[src/rtl/if_cfg_dispatch.sv]
// Configuration delivery stage: accepts a connection request, picks the endpoint that
// takes the configuration (dst or src) and streams the words to it through one output register.
module if_cfg_dispatch #(
    parameter int WIDTH_DATA        = 32,
    parameter int WIDTH_LEN         = 8,
    parameter int WIDTH_PID         = 5,
    parameter int ID_OFFSET_CTRL    = 0,
    parameter int ID_OFFSET_BRAM    = 1,
    parameter int ID_OFFSET_IFLOGIC = 9,
    parameter int ID_OFFSET_IFEXTRN = 13,
    parameter int NUM_UNITS         = 17
) (
    input  logic                  clock,
    input  logic                  reset,
    input  logic                  I_Req,
    output logic                  O_Ack,
    input  logic [WIDTH_PID-1:0]  I_PDstID,
    input  logic [WIDTH_PID-1:0]  I_PSrcID,
    input  logic [WIDTH_LEN-1:0]  I_Len,
    input  logic                  I_Valid,
    output logic                  O_Ready,
    input  logic [WIDTH_DATA-1:0] I_Data,
    output logic                  O_Valid,
    input  logic                  I_Ready,
    output logic [WIDTH_DATA-1:0] O_Data,
    output logic [WIDTH_PID-1:0]  O_PUnitID,
    output logic                  O_SelDst,
    output logic                  O_Last,
    output logic                  O_Done,
    output logic                  O_Err
);

    typedef enum logic [1:0] {IDLE, SEND, DONE} state_t;

    state_t                  stateReg, stateNext;
    logic [WIDTH_LEN-1:0]    lenReg;
    logic [WIDTH_LEN-1:0]    countReg;
    logic [WIDTH_DATA-1:0]   dataReg;
    logic [WIDTH_PID-1:0]    punitReg;
    logic                    validReg, lastReg, selReg, doneReg, errReg;

    int   dstIdx, srcIdx;
    logic dstInRange, srcInRange, reqInRange;
    logic srcBuf, srcIfl, srcExt, dstIfl, dstExt, reqSelDst;
    logic reqFire, lastLoaded, inFire, outFire, lastTaken;

    // Unit classes are contiguous ID ranges; only the classes the select rule needs are decoded.
    always_comb begin
        dstIdx     = int'(I_PDstID);
        srcIdx     = int'(I_PSrcID);
        dstInRange = (dstIdx >= ID_OFFSET_CTRL) && (dstIdx < NUM_UNITS);
        srcInRange = (srcIdx >= ID_OFFSET_CTRL) && (srcIdx < NUM_UNITS);
        reqInRange = dstInRange && srcInRange;
        srcBuf     = (srcIdx >= ID_OFFSET_BRAM) && (srcIdx < ID_OFFSET_IFLOGIC);
        srcIfl     = (srcIdx >= ID_OFFSET_IFLOGIC) && (srcIdx < ID_OFFSET_IFEXTRN);
        srcExt     = (srcIdx >= ID_OFFSET_IFEXTRN) && (srcIdx < NUM_UNITS);
        dstIfl     = (dstIdx >= ID_OFFSET_IFLOGIC) && (dstIdx < ID_OFFSET_IFEXTRN);
        dstExt     = (dstIdx >= ID_OFFSET_IFEXTRN) && (dstIdx < NUM_UNITS);
        reqSelDst  = srcBuf || (srcIfl && !dstIfl) || (srcExt && !dstExt);
    end

    // Input is refused once every word of the burst has been loaded.
    always_comb begin
        reqFire    = (stateReg == IDLE) && I_Req;
        lastLoaded = (countReg == lenReg);
        O_Ready    = (stateReg == SEND) && !lastLoaded && (!validReg || I_Ready);
        inFire     = I_Valid && O_Ready;
        outFire    = validReg && I_Ready;
        lastTaken  = outFire && lastReg;
    end

    always_comb begin
        stateNext = stateReg;
        O_Ack     = 1'b0;
        case (stateReg)
            IDLE: begin
                O_Ack = 1'b1;
                if (I_Req && reqInRange)
                    stateNext = (I_Len == '0) ? DONE : SEND;
            end
            SEND:    if (lastTaken) stateNext = DONE;
            DONE:    stateNext = IDLE;
            default: stateNext = IDLE;
        endcase
    end

    always_ff @(posedge clock or negedge reset) begin
        if (!reset) begin
            stateReg <= IDLE;
            lenReg   <= '0;
            countReg <= '0;
            dataReg  <= '0;
            punitReg <= '0;
            validReg <= 1'b0;
            lastReg  <= 1'b0;
            selReg   <= 1'b0;
            doneReg  <= 1'b0;
            errReg   <= 1'b0;
        end else begin
            stateReg <= stateNext;
            errReg   <= reqFire && !reqInRange;
            doneReg  <= (stateNext == DONE);
            if (reqFire && reqInRange) begin
                selReg   <= reqSelDst;
                punitReg <= reqSelDst ? I_PDstID : I_PSrcID;
                lenReg   <= I_Len;
                countReg <= '0;
            end
            if (inFire) begin
                dataReg  <= I_Data;
                validReg <= 1'b1;
                lastReg  <= (countReg == lenReg - WIDTH_LEN'(1));
                countReg <= countReg + WIDTH_LEN'(1);
            end else if (outFire) begin
                validReg <= 1'b0;
                lastReg  <= 1'b0;
            end
        end
    end

    assign O_Valid   = validReg;
    assign O_Data    = dataReg;
    assign O_Last    = lastReg;
    assign O_PUnitID = punitReg;
    assign O_SelDst  = selReg;
    assign O_Done    = doneReg;
    assign O_Err     = errReg;

endmodule

[config.mk]
export PLATFORM = sky130hd
export DESIGN_NAME = if_cfg_dispatch
export DESIGN_NICKNAME = d
export VERILOG_FILES = /design/src/rtl/if_cfg_dispatch.sv
export SDC_FILE = /design/constraint.sdc
export NUM_CORES = 1
export LEC_CHECK = 0
export CAP_MARGIN = 20
export CELL_PAD_IN_SITES_DETAIL_PLACEMENT = 1
export CELL_PAD_IN_SITES_GLOBAL_PLACEMENT = 2
export CORE_MARGIN = 3
export CORE_UTILIZATION = 28
export CTS_BUF_LIST = sky130_fd_sc_hd__clkbuf_8
export CTS_CLUSTER_SIZE = 28
export DETAILED_ROUTE_END_ITERATION = 7
export PLACE_DENSITY_LB_ADDON = 0.1
export SLEW_MARGIN = 30
export SYNTH_ARGS = -nofsm -noshare
export SYNTH_HDL_FRONTEND = slang
export SYNTH_SLANG_ARGS = --single-unit
[constraint.sdc]
create_clock -name clock -period 2.7 [get_ports clock]
set_clock_uncertainty 0.2 [all_clocks]
set_input_delay 0.27 -clock clock [delete_from_list [all_inputs] [get_ports clock]]
set_output_delay 0.27 -clock clock [all_outputs]
set_load 0.05 [all_outputs]
==> results.sh, run 1 <==
export IMPL_detail_route_wirelength_um=7750
export IMPL_vias=2387
export IMPL_synth_avg_cell_area_um2=10.7
export IMPL_fp_dieW_um=106
export IMPL_syn_num_nets=320
export IMPL_ys_dominant_reg_cell="sky130_fd_sc_hd__dfrtp_1"
export IMPL_rsz0062_at_grt="no"
export IMPL_fmaxAchievable_mhz=445
export IMPL_flow_area_growth_from_synthesis_pct=48.6
export IMPL_num_rows=36
export IMPL_utilization=0.430
export IMPL_yosysUniqueCellTypes=38
export IMPL_synth_seq_cells=60
export IMPL_worstPathArrival_ps=1780
export IMPL_cts_path_max_buffers=2
export IMPL_post_place_ws_ps=138
export IMPL_die_height_um=106
export IMPL_initial_core_utilization=0.289
export IMPL_slowest_delay_ps=850
export IMPL_synth_commonest_cells="sky130_fd_sc_hd__dfrtp_1 (60), sky130_fd_sc_hd__nand2_1 (46), sky130_fd_sc_hd__mux2_1 (32)"
export IMPL_yosys_warns=0
export IMPL_cp_end_kind="output port"
export IMPL_timing_final_crit_share=0.832
export IMPL_final_antenna_net_count=0
export IMPL_antennaDiodeCount=0
export IMPL_rr_worst_depth=7
export IMPL_finalWorstSetupSlack_ps=453
export IMPL_pin_count=99
export IMPL_cts_buffers=9
export IMPL_cts_root_buf="sky130_fd_sc_hd__clkbuf_8"
export IMPL_critPathMaxFanout=4
export IMPL_path_clk_slew_ps=70
export IMPL_slowest_stage="sky130_fd_sc_hd__clkdlybuf4s50_1"
export IMPL_gp_routability_congestion=0.744
export IMPL_first_pass_grt_wire_length_um=12700
export IMPL_drt_wirelength_per_cell_um=15.2
export IMPL_power_density_nw_per_um2=1240
export IMPL_crit_chain="nor2_1 -> clkdlybuf4s50_1"
export IMPL_fillerInstances=1102
export IMPL_post_place_cells=493
export IMPL_cp_start_kind="flop"
export IMPL_overall_global_routing_usage=0.143
export IMPL_worst_endpoint_required_ps=2230
export IMPL_post_route_min_period_ps=2250
export IMPL_timing_max_slew_rel_slack=0.640
export IMPL_cts_htree_levels=3
export IMPL_tritoncts="done"
export IMPL_timing_setup_tns_ps=0
export IMPL_detailedPlacementHpwl_um=5960
export IMPL_crit_type="flop to output port"
export IMPL_netlist_instances=263
export IMPL_vdd_ir_drop_max_mv=0.553
export IMPL_dr_first_iter_drc_count=56
export IMPL_max_cap_violations=0
export IMPL_first_global_vias=2442
export IMPL_finish_net_count=429
export IMPL_hold_path_class="input port to async pin"
export IMPL_static_leakage_power_uw=0.00170
export IMPL_async_flop_share=1.00
export IMPL_outcome="completed"
export IMPL_instances_no_fill=510
export IMPL_drt_vias_per_instance=4.68
export IMPL_antenna_found_initial=0
export IMPL_ys_top_cells_by_area="sky130_fd_sc_hd__dfrtp_1 (53%), sky130_fd_sc_hd__mux2_1 (13%), sky130_fd_sc_hd__nand2_1 (6.1%), sky130_fd_sc_hd__xnor2_1 (4.0%), sky130_fd_sc_hd__o21ai_1 (2.3%)"
export IMPL_synth_area_leader_cell="sky130_fd_sc_hd__dfrtp_1"
export IMPL_die_area_um2=11300
export IMPL_yosys_cell_count_top_type="sky130_fd_sc_hd__dfrtp_1"
export IMPL_worst_slew_pin_slew_ps=537
export IMPL_clkLatencyLatePin_ps=330
export IMPL_synth_edf_count=0
export IMPL_power_total_uw=5200
export IMPL_final_layout_size_suffix_gt1_frac=0.0849
export IMPL_syn_cell_area_um2=2830
export IMPL_finalHoldViolations=0
export IMPL_yosys_area_top_type_share=0.531
export IMPL_overflow=0
export IMPL_setup_violations_final=0
export IMPL_floorplan_core_area_um2=9770
export IMPL_clock_sinks=60
export IMPL_final_max_slew_violation_count=0
export IMPL_drc=0
export IMPL_drt_first_pass_iters=4
export IMPL_synth_sequential_area_ratio=0.531
export IMPL_io_buffer_count=98
export IMPL_grt_start_max_net_pins=35
per-layer routing:
| layer | GRT usage | vias to the layer above | wire [µm] | share of wire |
|---|---|---|---|---|
| met1 | 0.181 | 1148 | 3520 | 0.45 |
| met2 | 0.238 | 80 | 3640 | 0.47 |
| met4 | 0.0493 | 0 | 97 | 0.013 |
| met5 | 0 | - | 0 | 0 |
| li1 | - | 1151 | - | - |
| met3 | 0.0364 | 8 | 498 | 0.064 |
power by group:
group / switching (µW) / internal, µW
combinational: 1790 / 1080
clock: 353 / 404
sequential: 282 / 1290
total: 2420 / 2770
state kept, by name, indices dropped and copies added (netlist names):
register and flops:
O_SelDst 1, O_PUnitID 5, O_Done 1, stateReg 2
countReg 8, lenReg 8, O_Err 1, O_Valid 1
O_Data 32, O_Last 1
cell type report:
cell class | count | area [µm²] | area share
Clock buffer | 12 | 165 | 0.0393
Clock inverter | 4 | 22.5 | 0.00536
Inverter | 2 | 7.51 | 0.00179
Multi-Input combinational cell | 191 | 1270 | 0.303
Sequential cell | 60 | 1500 | 0.358
Tap cell | 133 | 166 | 0.0396
Timing Repair Buffer | 108 | 1060 | 0.253
cells in the final DEF (no fill, tap or decap), types with 2 or more instances in the layout:
| cell | netlist | layout |
|---|---|---|
| sky130_fd_sc_hd__nor2b_1 | 2 | 2 |
| sky130_fd_sc_hd__nand4_1 | 6 | 6 |
| sky130_fd_sc_hd__clkbuf_8 | 0 | 12 |
| sky130_fd_sc_hd__nand2b_1 | 3 | 3 |
| sky130_fd_sc_hd__nor4_1 | 4 | 4 |
| sky130_fd_sc_hd__clkinv_2 | 0 | 3 |
| sky130_fd_sc_hd__nand3_1 | 9 | 9 |
| sky130_fd_sc_hd__a31oi_1 | 2 | 2 |
| sky130_fd_sc_hd__nor3_1 | 2 | 2 |
| sky130_fd_sc_hd__o21ai_0 | 5 | 5 |
| sky130_fd_sc_hd__or4_1 | 3 | 3 |
| sky130_fd_sc_hd__a21oi_1 | 5 | 5 |
| sky130_fd_sc_hd__buf_4 | 0 | 9 |
| sky130_fd_sc_hd__o21ai_1 | 13 | 13 |
| sky130_fd_sc_hd__mux2_1 | 32 | 32 |
| sky130_fd_sc_hd__xor2_1 | 3 | 3 |
| sky130_fd_sc_hd__inv_1 | 2 | 2 |
| sky130_fd_sc_hd__o41ai_1 | 2 | 2 |
| sky130_fd_sc_hd__dfrtp_1 | 60 | 60 |
| sky130_fd_sc_hd__o211ai_1 | 6 | 6 |
| sky130_fd_sc_hd__nor2_1 | 16 | 16 |
| sky130_fd_sc_hd__and3_1 | 3 | 3 |
| sky130_fd_sc_hd__nand2_1 | 46 | 46 |
| sky130_fd_sc_hd__xnor2_1 | 13 | 13 |
| sky130_fd_sc_hd__ha_1 | 2 | 2 |
| sky130_fd_sc_hd__clkdlybuf4s50_1 | 0 | 96 |
stage by stage:
stage | hold slack, ps | instance area [µm²]
after global placement | 36.4 | 4000
after floorplan | -226 | 2830
final | 219 | 4200
after CTS | 217 | 4200
after global routing | 260 | 4200
after detailed placement | 38.7 | 4000
worst paths after layout:
| check | from | endpoint | slack [ps] |
|---|---|---|---|
| max | stateReg[1] | O_Ack | 450 |
| min | reset | O_Data[22] | 220 |
| max reg2reg | countReg[4] | countReg[4] | 510 |
| min reg2reg | stateReg[1] | O_Done | 280 |
| max in group asynchronous | reset | O_Last | 1350 |
| min in group clock | stateReg[1] | O_Done | 280 |
logic make-up (layout without fill, tap and decap cells):
group                    after synthesis  after routing  synth area share
multiplexers                          33             33             0.131
AO/OA/AOI/OAI                         42             42             0.100
XOR/XNOR                              16             16            0.0496
buffers and inverters                 12            126            0.0190
flip-flops                            60             60             0.531
adder cells (fa/ha/maj)                2              2           0.00885
AND/OR/NAND/NOR                       98             98             0.160
critical path: cells and delay by family, from the launching register on:
kind,cells,cell delay [ps]
buffers and inverters,1,850
and+or+nand+nor,1,200
DFF,1,410
repair_timing:
item	in CTS	in global routing
gates resized for setup	0	0
endpoints found under the hold margin	17	0
setup endpoints to repair	0	0
setup buffers	0	0
hold buffers	1	0
Note: power is estimated with default switching activity, not from simulation.
==> inputs of run 2 (changes only) <==
==> constraint.sdc (replaced) <==
create_clock -name clock -period 2.1 [get_ports clock]
set_clock_uncertainty 0.2 [all_clocks]
set_input_delay 0.21 -clock clock [delete_from_list [all_inputs] [get_ports clock]]
set_output_delay 0.21 -clock clock [all_outputs]
set_load 0.05 [all_outputs]
==> results.sh, run 2 (synthesis gave the netlist of run 1 again) <==
export IMPL_outcome="finished, violations left"
export IMPL_violations="negative setup slack"
export IMPL_overall_global_routing_usage=0.154
export IMPL_regToRegEndpoint="O_Last"
export IMPL_cts_buffers=9
export IMPL_setup_violations_final=1
export IMPL_grt_use_met2=0.255
export IMPL_max_cap_violations=0
export IMPL_cts_path_max_buffers=2
export IMPL_final_layout_size_suffix_gt1_frac=0.214
export IMPL_finalWorstSetupSlack_ps=-10.9
export IMPL_cp_start_kind="flop"
export IMPL_largest_register_ffs=32
export IMPL_overflow=0
export IMPL_grt_start_max_net_pins=61
export IMPL_clkLatencyLatePin_ps=340
export IMPL_first_global_vias=2712
export IMPL_finalHoldViolations=0
export IMPL_pin_count=99
export IMPL_vias=2570
export IMPL_rsz0062_at_grt="yes"
export IMPL_gp_routability_congestion=0.770
export IMPL_timing_final_crit_share=1.01
export IMPL_grt_most_used_layer="met2"
export IMPL_cts_root_buf="sky130_fd_sc_hd__clkbuf_8"
export IMPL_path_clk_slew_ps=70
export IMPL_critPathMaxFanout=3
export IMPL_final_antenna_net_count=0
export IMPL_worst_slew_pin_slew_ps=531
export IMPL_flow_area_growth_from_synthesis_pct=65.2
export IMPL_startpoint_of_the_lowest_slack_register_to_register_path="lenReg[0]"
export IMPL_post_route_min_period_ps=2110
export IMPL_static_leakage_power_uw=0.00195
export IMPL_tritoncts="done"
export IMPL_clock_sinks=60
export IMPL_final_common_cell="sky130_fd_sc_hd__clkdlybuf4s50_1"
export IMPL_post_place_ws_ps=-283
export IMPL_worstPathArrival_ps=1700
export IMPL_first_pass_grt_wire_length_um=13800
export IMPL_die_height_um=106
export IMPL_cts_htree_levels=3
export IMPL_drt_first_pass_iters=4
export IMPL_power_density_nw_per_um2=1570
export IMPL_drc=0
export IMPL_io_buffer_count=98
export IMPL_drt_wirelength_per_cell_um=15.3
export IMPL_fmaxAchievable_mhz=474
export IMPL_num_rows=36
export IMPL_mostFrequentLayoutCells="sky130_fd_sc_hd__clkdlybuf4s50_1 (94), sky130_fd_sc_hd__dfrtp_1 (60), sky130_fd_sc_hd__buf_4 (51)"
export IMPL_final_max_slew_violation_count=0
export IMPL_post_place_cells=534
export IMPL_die_area_um2=11300
export IMPL_crit_type="flop to output port"
export IMPL_whs_ps=211
export IMPL_vdd_ir_drop_max_mv=0.609
export IMPL_finish_net_count=473
export IMPL_detail_route_wirelength_um=8450
export IMPL_antenna_found_initial=0
export IMPL_cp_end_kind="output port"
export IMPL_initial_core_utilization=0.289
export IMPL_setup_slack_reg_to_reg_ps=20
export IMPL_worst_endpoint_required_ps=1690
export IMPL_detailedPlacementHpwl_um=6430
export IMPL_antennaDiodeCount=0
export IMPL_rr_worst_depth=6
export IMPL_instances_no_fill=554
export IMPL_fp_dieW_um=106
export IMPL_timing_max_slew_rel_slack=0.645
export IMPL_hold_path_class="input port to async pin"
export IMPL_floorplan_core_area_um2=9770
export IMPL_use_met3=0.0285
export IMPL_drt_vias_per_instance=4.64
export IMPL_utilization=0.478
export IMPL_dr_first_iter_drc_count=80
export IMPL_grt_use_met1=0.201
[run 2: changes by cell type in the layout (fill, tap and decap cells not counted), moves of 2 or more]
cell	previous run	this run
sky130_fd_sc_hd__nor2_4	0	2
sky130_fd_sc_hd__clkbuf_8	12	10
sky130_fd_sc_hd__xnor2_1	13	8
sky130_fd_sc_hd__buf_12	1	4
sky130_fd_sc_hd__buf_4	9	51
sky130_fd_sc_hd__xnor2_2	0	4
sky130_fd_sc_hd__clkdlybuf4s50_1	96	94
sky130_fd_sc_hd__nor2_1	16	13
[run 2: metal layers]
metal  share of wire  wire, µm
met3           0.053       449
met4           0.012       104
met1            0.45      3810
met2            0.48      4080
met5               0         0
[run 2: worst max path at each step]
stage	end	depth (start not counted)	start
2_1_floorplan	O_Data[10]	6	O_Valid
3_3_place_gp	O_PUnitID[1]	10	I_PDstID[1]
3_5_place_dp	O_PUnitID[3]	10	I_PDstID[1]
4_1_cts	O_Ready	5	lenReg[2]
5_1_grt	O_Ready	5	lenReg[7]
6_report	O_Ready	6	lenReg[1]
[run 2: final cells by class]
type                    instances  area [µm²]
clock buffers                  10         138
inverters                       2        7.51
repair buffers                152        1430
fillers                      1121        5100
clock inverters                 6        63.8
well taps                     133         166
multi-input cells             191        1360
flip-flops and latches         60        1500
[run 2: report_power, final]
part,switching (µW),internal (µW)
Combinational,2500,1780
Sequential,330,1660
Clock,477,577
[run 2: timing repair]
action                                 4_1_cts  5_1_grt
setup buffers                                2        1
endpoints found under the hold margin       60        0
pin swaps                                    3        1
hold buffers                                 1        0
setup endpoints to repair                    2       51
gates resized for setup                      5       10
[run 2: critical path, cell delays in order, from the launching register on]
cell	delay [ps]
sky130_fd_sc_hd__dfrtp_1	390
sky130_fd_sc_hd__buf_6	140
sky130_fd_sc_hd__xnor2_4	130
sky130_fd_sc_hd__nand4_1	160
sky130_fd_sc_hd__buf_4	170
sky130_fd_sc_hd__o211a_4	230
sky130_fd_sc_hd__buf_12	150
[run 2: per-stage QoR]
step	TNS [ps]	total power (µW)	instance area [µm²]
4_1_cts	-30.9	7320	4600
6_report	-10.9	7330	4670
2_1_floorplan	0	4470	2830
3_5_place_dp	-6250	6150	4340
5_1_grt	-1070	7780	4670
3_3_place_gp	-6340	6090	4340
==> inputs of run 3 (changes only) <==
--- a/config.mk
+++ b/config.mk
@@ -14,6 +14,7 @@
 export CTS_CLUSTER_SIZE = 28
 export DETAILED_ROUTE_END_ITERATION = 7
 export PLACE_DENSITY_LB_ADDON = 0.1
+export SETUP_SLACK_MARGIN = 0.5
 export SLEW_MARGIN = 30
 export SYNTH_ARGS = -nofsm -noshare
 export SYNTH_HDL_FRONTEND = slang
==> results.sh, run 3 (synthesis gave the netlist of run 1 again) <==
export IMPL_outcome="finished, violations left"
export IMPL_violations="negative setup slack"
export IMPL_worst_endpoint_required_ps=1690
export IMPL_detail_route_wirelength_um=9550
export IMPL_clkLatencyLatePin_ps=340
export IMPL_mostFrequentLayoutCells="sky130_fd_sc_hd__dfrtp_1 (59), sky130_fd_sc_hd__buf_4 (48), sky130_fd_sc_hd__clkdlybuf4s50_1 (44)"
export IMPL_initial_core_utilization=0.289
export IMPL_timing_max_slew_rel_slack=0.773
export IMPL_grt_start_max_net_pins=61
export IMPL_fillerInstances=1060
export IMPL_cts_path_max_buffers=2
export IMPL_vias=2709
export IMPL_overall_global_routing_usage=0.167
export IMPL_multi_input_area_um2=1650
export IMPL_instances_no_fill=573
export IMPL_static_leakage_power_uw=0.00233
export IMPL_flow_area_growth_from_synthesis_pct=88.6
export IMPL_fp_dieW_um=106
export IMPL_timing_final_crit_share=1.00
export IMPL_finalHoldViolations=0
export IMPL_die_area_um2=11300
export IMPL_post_route_min_period_ps=2110
export IMPL_cp_end_kind="output port"
export IMPL_post_place_cells=532
export IMPL_path_clk_slew_ps=70
export IMPL_fmaxAchievable_mhz=474
export IMPL_worst_path_buf_inv=2
export IMPL_cts_buffers=9
export IMPL_slowest_stage="sky130_fd_sc_hd__dfrtp_1"
export IMPL_first_global_vias=2899
export IMPL_num_rows=36
export IMPL_finish_net_count=492
export IMPL_rsz0062_at_grt="yes"
export IMPL_cp_start_kind="flop"
export IMPL_timing_setup_tns_ps=-8.65
export IMPL_cts_root_buf="sky130_fd_sc_hd__clkbuf_8"
export IMPL_overflow=0
export IMPL_antennaDiodeCount=0
export IMPL_antenna_found_initial=0
export IMPL_whs_ps=71.3
export IMPL_post_place_ws_ps=-284
export IMPL_crit_type="flop to output port"
export IMPL_cts_htree_levels=3
export IMPL_layout_cell_area_non_filler_um2=5330
export IMPL_vdd_ir_drop_max_mv=0.599
export IMPL_gp_routability_congestion=0.755
export IMPL_power_density_nw_per_um2=1520
export IMPL_floorplan_core_area_um2=9770
export IMPL_io_buffer_count=98
export IMPL_drt_wirelength_per_cell_um=16.7
export IMPL_dpl_instance_area_um2=4380
export IMPL_final_layout_size_suffix_gt1_frac=0.502
export IMPL_regArea_um2=1500
export IMPL_pin_count=99
export IMPL_die_height_um=106
export IMPL_drt_vias_per_instance=4.73
export IMPL_first_pass_grt_wire_length_um=15000
export IMPL_tritoncts="done"
export IMPL_dr_first_iter_drc_count=59
export IMPL_final_common_cell="sky130_fd_sc_hd__dfrtp_1"
export IMPL_drc=0
export IMPL_worstPathArrival_ps=1700
export IMPL_clock_sinks=60
export IMPL_detailedPlacementHpwl_um=6460
export IMPL_slowest_delay_ps=430
export IMPL_setup_violations_final=1
export IMPL_largest_register_ffs=32
export IMPL_crit_chain="xnor2_2 -> nand4_1 -> buf_4 -> o211a_4 -> buf_12"
export IMPL_final_antenna_net_count=0
export IMPL_finalWorstSetupSlack_ps=-8.65
export IMPL_critPathMaxFanout=2
export IMPL_worst_slew_pin_slew_ps=340
export IMPL_final_max_slew_violation_count=0
export IMPL_max_cap_violations=0
export IMPL_hold_path_class="input port to flop"
export IMPL_critPathTopFamily="flip-flops"
export IMPL_drt_first_pass_iters=4
## run 3: through the flow
stage	util	total power, µW
after CTS	0.518	7900
final	0.545	8090
after global routing	0.545	8550
after detailed placement	0.448	6210
after global placement	0.448	6140
after floorplan	-	4580
## run 3: final timing paths
kind	startpoint	endpoint	slack, ps	depth (start not counted)
hold reg to reg	O_Data[21]	O_Data[21]	310	1
setup reg to reg	lenReg[7]	countReg[6]	90	9
max in group asynchronous	reset	O_Valid	1200	3
min in group asynchronous	reset	O_Data[21]	210	3
hold / removal	I_PDstID[2]	O_PUnitID[2]	70	4
setup / recovery	countReg[3]	O_Ready	-9	5
## run 3: where the power goes
group          internal (µW)  leakage, µW  switching [µW]
combinational           2280      0.00150            2710
clock                    554    0.0000958             518
sequential              1660     0.000732             374
total                   4490      0.00233            3600
## run 3: what timing repair did
item                                    4_1_cts  5_1_grt
setup buffers                                10        9
endpoints found under the setup margin      102       62
resized for setup                           225       36
pin swaps                                    24       26
cloned                                        2        2
endpoints found under the hold margin        61        0
hold buffers                                  2        0
## run 3: worst reg2reg max path, stage by stage (launching register included)
cell,delay (ps)
sky130_fd_sc_hd__dfrtp_1,410
sky130_fd_sc_hd__xnor2_2,190
sky130_fd_sc_hd__nand4_1,160
sky130_fd_sc_hd__buf_4,180
sky130_fd_sc_hd__buf_4,130
sky130_fd_sc_hd__buf_6,110
sky130_fd_sc_hd__o21ai_4,140
sky130_fd_sc_hd__buf_6,130
sky130_fd_sc_hd__nor2_1,40
sky130_fd_sc_hd__a31o_2,210
## run 3: cell type report
cell class	instances	share of cell area
clock inverter	7	0.0143
clock buffer	9	0.0232
sequential	60	0.282
tap	133	0.0312
multi-input combinational	191	0.310
timing repair buffer	171	0.338
inverter	2	0.00141
## run 3: per-layer routing
layer / wire [µm] / GRT usage / up-vias
li1: - / - / 1285
met1: 4250 / 0.215 / 1339
met2: 4720 / 0.280 / 79
met3: 532 / 0.0389 / 6
met4: 51 / 0.0457 / 0
met5: 0 / 0 / -
==> RTL edit 1: new RTL, config.mk and constraints of run 1 <==
The 3 states of `state_t` get a one-hot encoding in 3 bits.
--- a/src/rtl/if_cfg_dispatch.sv
+++ b/src/rtl/if_cfg_dispatch.sv
@@ -30,7 +30,7 @@
     output logic                  O_Err
 );
 
-    typedef enum logic [1:0] {IDLE, SEND, DONE} state_t;
+    typedef enum logic [2:0] {IDLE = 3'b001, SEND = 3'b010, DONE = 3'b100} state_t;
 
     state_t                  stateReg, stateNext;
     logic [WIDTH_LEN-1:0]    lenReg;
Function: same outputs for any inputs over 10 cycles, from zero or initial values and one cycle with reset low; not proved beyond that.
==> RTL edit 1 against run 1 <==
Design area up 11%; synthesized area is 12% higher; count of clock-buffer cells in the layout shrank 2; sequential cell count grew 1; routed wire length rose by 20%; setup slack got worse by 0.22 ns.
Power is not compared: it rests on default switching activity, and its combinational part moved more than twofold at a synthesized area within 25%.
==> RTL edit 1: results (changes against run 1) <==
- Ys Warns: 0 (unchanged)
- Rows: 38 (was 36)
- GRT Resource Usage Total: 15.6% (was 14.3%)
- Final #Nets: 463 (was 429)
- Register area share after synthesis: 48.1% (was 53.1%)
- Largest net degree at the start of global routing: 43 (was 35)
- Critical Path AT: 2.49 ns (was 1.78 ns)
- Fillers: 1,220 (was 1,102)
- CP startpoint: lenReg[6]$_DFFE_PN0P_ (was stateReg[1]$_DFF_PN0_)
- Most frequent cells after synthesis: 60 x dfrtp_1, 42 x nand2_1, 27 x mux2_2 (was 60 x dfrtp_1, 46 x nand2_1, 32 x mux2_1)
- Leakage: between 2 and 2.5 nW
- Crit Path Max Fanout: 27 (was 4)
- Initial antenna violation count: 0 (unchanged)
- Maximum vdd drop: between 0.2 and 0.3 mV
- Synth cell types: 56 (was 38)
- Number of global-route vias before repair: 2,943 (was 2,442)
- DRT Pass-1 Iters: 4 (unchanged)
- Iteration-0 DRC Markers: 113 (was 56)
- Post-synth ARST share: 100% (unchanged)
- Least-Margin Pin Slew: 0.546 ns (was 0.537 ns)
- Gpl congestion: 0.844 (was 0.744)
- Port Buffer Count: 98 (unchanged)
- Fraction of layout cells with a size suffix above 1: 20.9% (was 8.49%)
- Status: completed (unchanged)
- Synth top area cells: dfrtp_1 47%, mux2_2 9.6%, nand2_1 5.0% (was dfrtp_1 53%, mux2_1 13%, nand2_1 6.1%)
- First-pass GRT wire length: 15.7 mm (was 12.7 mm)
- Syn_area_per_cell: 11.1 um2 (was 10.7 um2)
- Min-Delay Path Class: input pin to asynchronous set/reset pin (unchanged)
- Half-perimeter wire length after placement: 7.10 mm (was 5.96 mm)
- DR vias: 2,657 (was 2,387)
- Synth Net Count: 344 (was 320)
- Ant diodes: 0 (unchanged)
- Aggregate routed wire length: 9.30 mm (was 7.75 mm)
- Routed WL per cell: 16.9 um (was 15.2 um)
- Placed Cells: 534 (was 493)
- CTS H-tree depth: 3 (unchanged)
RTL edit 1: cell count changes after synthesis, moves of 5 or more:
cell | run 1 | this run
mux2i_1 | 0 | 10
xnor2_1 | 13 | 7
mux2_2 | 1 | 27
o211ai_1 | 6 | 0
mux2_4 | 0 | 10
o21ai_1 | 13 | 0
mux2_1 | 32 | 0
xor2_1 | 3 | 10
nand4_1 | 6 | 1
RTL edit 1: power breakdown:
part	internal, mW	switching (mW)	leakage, nW
Combinational	0.545	0.799	1.16
Clock	0.448	0.377	0.0943
Sequential	1.08	0.128	0.805
Total	2.07	1.30	2.06
RTL edit 1: logic make-up after synthesis:
| logic type | after synthesis | share of synthesized area [%] |
|---|---|---|
| and+or+nand+nor | 98 | 15.4 |
| DFF | 61 | 48.1 |
| muxes | 47 | 17.4 |
| AOI/OAI and AO/OA | 44 | 10.6 |
| buffers and inverters | 18 | 3.03 |
| xor gates and xnor gates | 17 | 4.68 |
| adders and majority gates | 2 | 0.787 |
RTL edit 1: cell type report:
class | count | area share (%)
multi-input cells | 208 | 33.5
flip-flops and latches | 61 | 32.8
repair buffers | 121 | 25.2
well taps | 140 | 3.76
clock buffers | 10 | 2.96
clock inverters | 6 | 1.34
inverters | 5 | 0.403
RTL edit 1: worst paths after layout:
check / depth (start not counted) / slack, ns / endpoint
worst max register to register: 5 / 0.23 / O_Data[2]$_DFFE_PN0P_
worst min-delay path: 2 / 0.22 / lenReg[6]$_DFFE_PN0P_
worst max-delay path: 5 / 0.23 / O_Data[2]$_DFFE_PN0P_
worst min register to register: 1 / 0.31 / O_Data[18]$_DFFE_PN0P_
min in group clock: 3 / 0.28 / lenReg[6]$_DFFE_PN0P_
max in group asynchronous: 3 / 1.45 / O_Data[10]$_DFFE_PN0P_
RTL edit 1: layer usage:
metal	wire length, um	up-vias	part of all wire, %	global-route usage (%)
met4	105	0	1.1	4.57
met1	4040	1310	43	19.5
met5	0	-	0	0
met2	4290	78	46	24.3
met3	867	7	9.3	7.17
li1	-	1262	-	-
RTL edit 1: critical path, cell delays in order, from the launching register on:
cell and delay (ns):
dfrtp_1 0.43, xor2_1 0.17, or4_1 0.56, o2111a_2 0.44, buf_12 0.23, mux2_4 0.31
RTL edit 1: per-stage QoR:
step                worst slack, ns  util (%)  instance area (um2)  hold WS, ns  power, mW
finish                        0.228      42.4                 4660        0.224       3.38
global route                  0.114      42.4                 4660        0.250       3.59
CTS                           0.205      42.4                 4660        0.230       3.44
detailed placement           0.0521      40.5                 4450       0.0652       2.58
global placement             0.0798      40.5                 4450       0.0727       2.56
floorplan                     0.256         -                 3180       -0.226       2.04
RTL edit 1: what timing repair did:
| item | in CTS | in global routing |
|---|---|---|
| hold endpoints to repair | 18 | 0 |
| hold buffers | 1 | 0 |
| setup buffers | 0 | 0 |
==> RTL edit 2: new RTL, config.mk and constraints of run 1 <==
Without the edit above. Set the parameter `WIDTH_DATA` to 64 (it was 32).
--- a/src/rtl/if_cfg_dispatch.sv
+++ b/src/rtl/if_cfg_dispatch.sv
@@ -1,7 +1,7 @@
 // Configuration delivery stage: accepts a connection request, picks the endpoint that
 // takes the configuration (dst or src) and streams the words to it through one output register.
 module if_cfg_dispatch #(
-    parameter int WIDTH_DATA        = 32,
+    parameter int WIDTH_DATA        = 64,
     parameter int WIDTH_LEN         = 8,
     parameter int WIDTH_PID         = 5,
     parameter int ID_OFFSET_CTRL    = 0,
Ports: changed (resized I_Data and O_Data); port bits go from 99 to 163. The function was not compared with the original's and may differ.
==> RTL edit 2 against run 1 <==
Power up 65%; die area up 50%; synthesized area up 53%; setup slack worse by 0.25 ns; cell count up 42%; largest cell class unchanged; design area up 54%; highest routed layer unchanged; sequential cell count up 32; routed wire length up 68%.
==> RTL edit 2: results (changes against run 1) <==
- Status: completed (unchanged)
- Largest net degree at the start of global routing: 43 (was 35)
- CP top delay family: simple AND/OR/NAND/NOR gates (was buffers and inverters)
- Gpl congestion: 0.816 (was 0.744)
- Clk_lat worst skew: 0.36 ns (was 0.33 ns)
- Fraction of layout cells with a size suffix above 1: 19.2% (was 8.49%)
- Register area share after synthesis: 53.2% (was 53.1%)
- Half-perimeter wire length after placement: 9.98 mm (was 5.96 mm)
- Synth Net Count: 446 (was 320)
- Number of global-route vias before repair: 3,629 (was 2,442)
- Leakage: 2.74 nW (was 1.70 nW)
- DR vias: 3,493 (was 2,387)
- Critical setup path kind: flop to primary output (unchanged)
- CTS resizes: 0 (unchanged)
- Synth cell types: 46 (was 38)
- Slowest cell on the critical path: or4_4 (was clkdlybuf4s50_1)
- Cell Area, Placed: 6270 um2 (was 4000 um2)
- Maximum vdd drop: 0.456 mV (was 0.553 mV)
- Number of flip-flops in the largest register: 64 (was 32)
- Crit Path Max Fanout: 6 (was 4)
- Port Buffer Count: 162 (was 98)
- Iteration-0 DRC Markers: 167 (was 56)
- Slew HR: 57.1% (was 64.0%)
- Fillers: 1,602 (was 1,102)
- Clock Pin Slew Worst Setup and Hold Paths: 0.09 ns (was 0.07 ns)
- Clock Tree Root: clkbuf_8 (unchanged)
- Most frequent cells after synthesis: 92 x dfrtp_1, 52 x nand2_1, 40 x mux2_4 (was 60 x dfrtp_1, 46 x nand2_1, 32 x mux2_1)
- Crit-path max cell delay: 0.54 ns (was 0.85 ns)
- Placed Cells: 709 (was 493)
- Synth top area cells: dfrtp_1 53%, mux2_4 14%, mux2_2 6.2% (was dfrtp_1 53%, mux2_1 13%, nand2_1 6.1%)
- CTS Buffer Depth: 2 (unchanged)
- Hold buffer count at cts: 1 (unchanged)
- Initial antenna violation count: 0 (unchanged)
- Critical R2R Launch: countReg[0]$_DFFE_PN0P_ (was countReg[4]$_DFFE_PN0P_)
- Fin cells: 726 (was 510)
- Min-Delay Path Class: input pin to asynchronous set/reset pin (unchanged)
- Post-Syn Instances: 357 (was 263)
- Final #Nets: 626 (was 429)
- Routed WL per cell: 17.9 um (was 15.2 um)
- First-pass GRT wire length: 20.2 mm (was 12.7 mm)
- GRT Resource Usage Total: 15.3% (was 14.3%)
- Critical Path AT: 2.03 ns (was 1.78 ns)
[RTL edit 2: changes by cell type in the layout (fill, tap and decap cells not counted), moves of 5 or more]
cell / run 1 / this run
clkdlybuf4s50_1: 96 / 160
mux2_4: 0 / 40
dfrtp_1: 60 / 92
mux2_1: 32 / 0
mux2_2: 1 / 24
o21ai_0: 5 / 27
buf_4: 9 / 20
o21ai_1: 13 / 2
xor2_1: 3 / 11
xnor2_1: 13 / 6
nand2_1: 46 / 52
o211ai_1: 6 / 0
and2_1: 0 / 5
[RTL edit 2: final cells by class]
type                    instances  share of cell area [%]
flip-flops and latches         92                    35.6
multi-input cells             247                    29.6
repair buffers                184                    28.2
well taps                     184                    3.56
clock buffers                  12                    2.55
clock inverters                 4                   0.367
inverters                       3                   0.174
[RTL edit 2: worst register-to-register path, cell delays in order (launching register included)]
cell and delay, ns:
dfrtp_1 0.46, xor2_1 0.21, or4_4 0.54, o21a_4 0.35
buf_12 0.23, mux2_4 0.33
[RTL edit 2: through the flow]
stage	setup slack (ns)	util (%)	total power, mW
finish	0.199	43.7	8.57
global route	0.0894	43.7	9.05
CTS	0.152	43.7	8.68
detailed placement	-0.0274	42.3	7.73
global placement	0.0500	42.3	7.66
floorplan	0.355	-	5.93
[RTL edit 2: path summary, 6_finish.rpt]
| kind | cells after the start | endpoint | slack, ns |
|---|---|---|---|
| max | 4 | O_Ready | 0.20 |
| min | 2 | O_Data[42]$_DFFE_PN0P_ | 0.23 |
| max reg2reg | 5 | O_Data[58]$_DFFE_PN0P_ | 0.27 |
| min reg2reg | 1 | O_Done$_DFF_PN0_ | 0.28 |
| max in group asynchronous | 3 | O_Data[63]$_DFFE_PN0P_ | 1.35 |
| min in group clock | 3 | lenReg[3]$_DFFE_PN0P_ | 0.27 |
[RTL edit 2: logic make-up (layout without fill, tap and decap cells)]
group / Yosys count / count (layout) / share of synthesized area (%)
DFF: 92 / 92 / 53.2
muxes: 65 / 65 / 20.4
adders and majority gates: 3 / 3 / 0.809
and+or+nand+nor: 106 / 106 / 11.4
AOI/OAI and AO/OA: 56 / 56 / 8.10
xor gates and xnor gates: 17 / 17 / 3.44
buffers and inverters: 18 / 203 / 2.72
[RTL edit 2: routing by layer]
layer | global-route usage, % | wire length, um
met1 | 21.5 | 6200
met2 | 23.4 | 5720
met3 | 3.07 | 881
met4 | 5.50 | 210
met5 | 0 | 0
[RTL edit 2: power by group]
group / switching (mW) / internal (mW)
Sequential: 0.404 / 2.01
Clock: 0.500 / 0.409
Combinational: 3.15 / 2.10
Total: 4.06 / 4.52
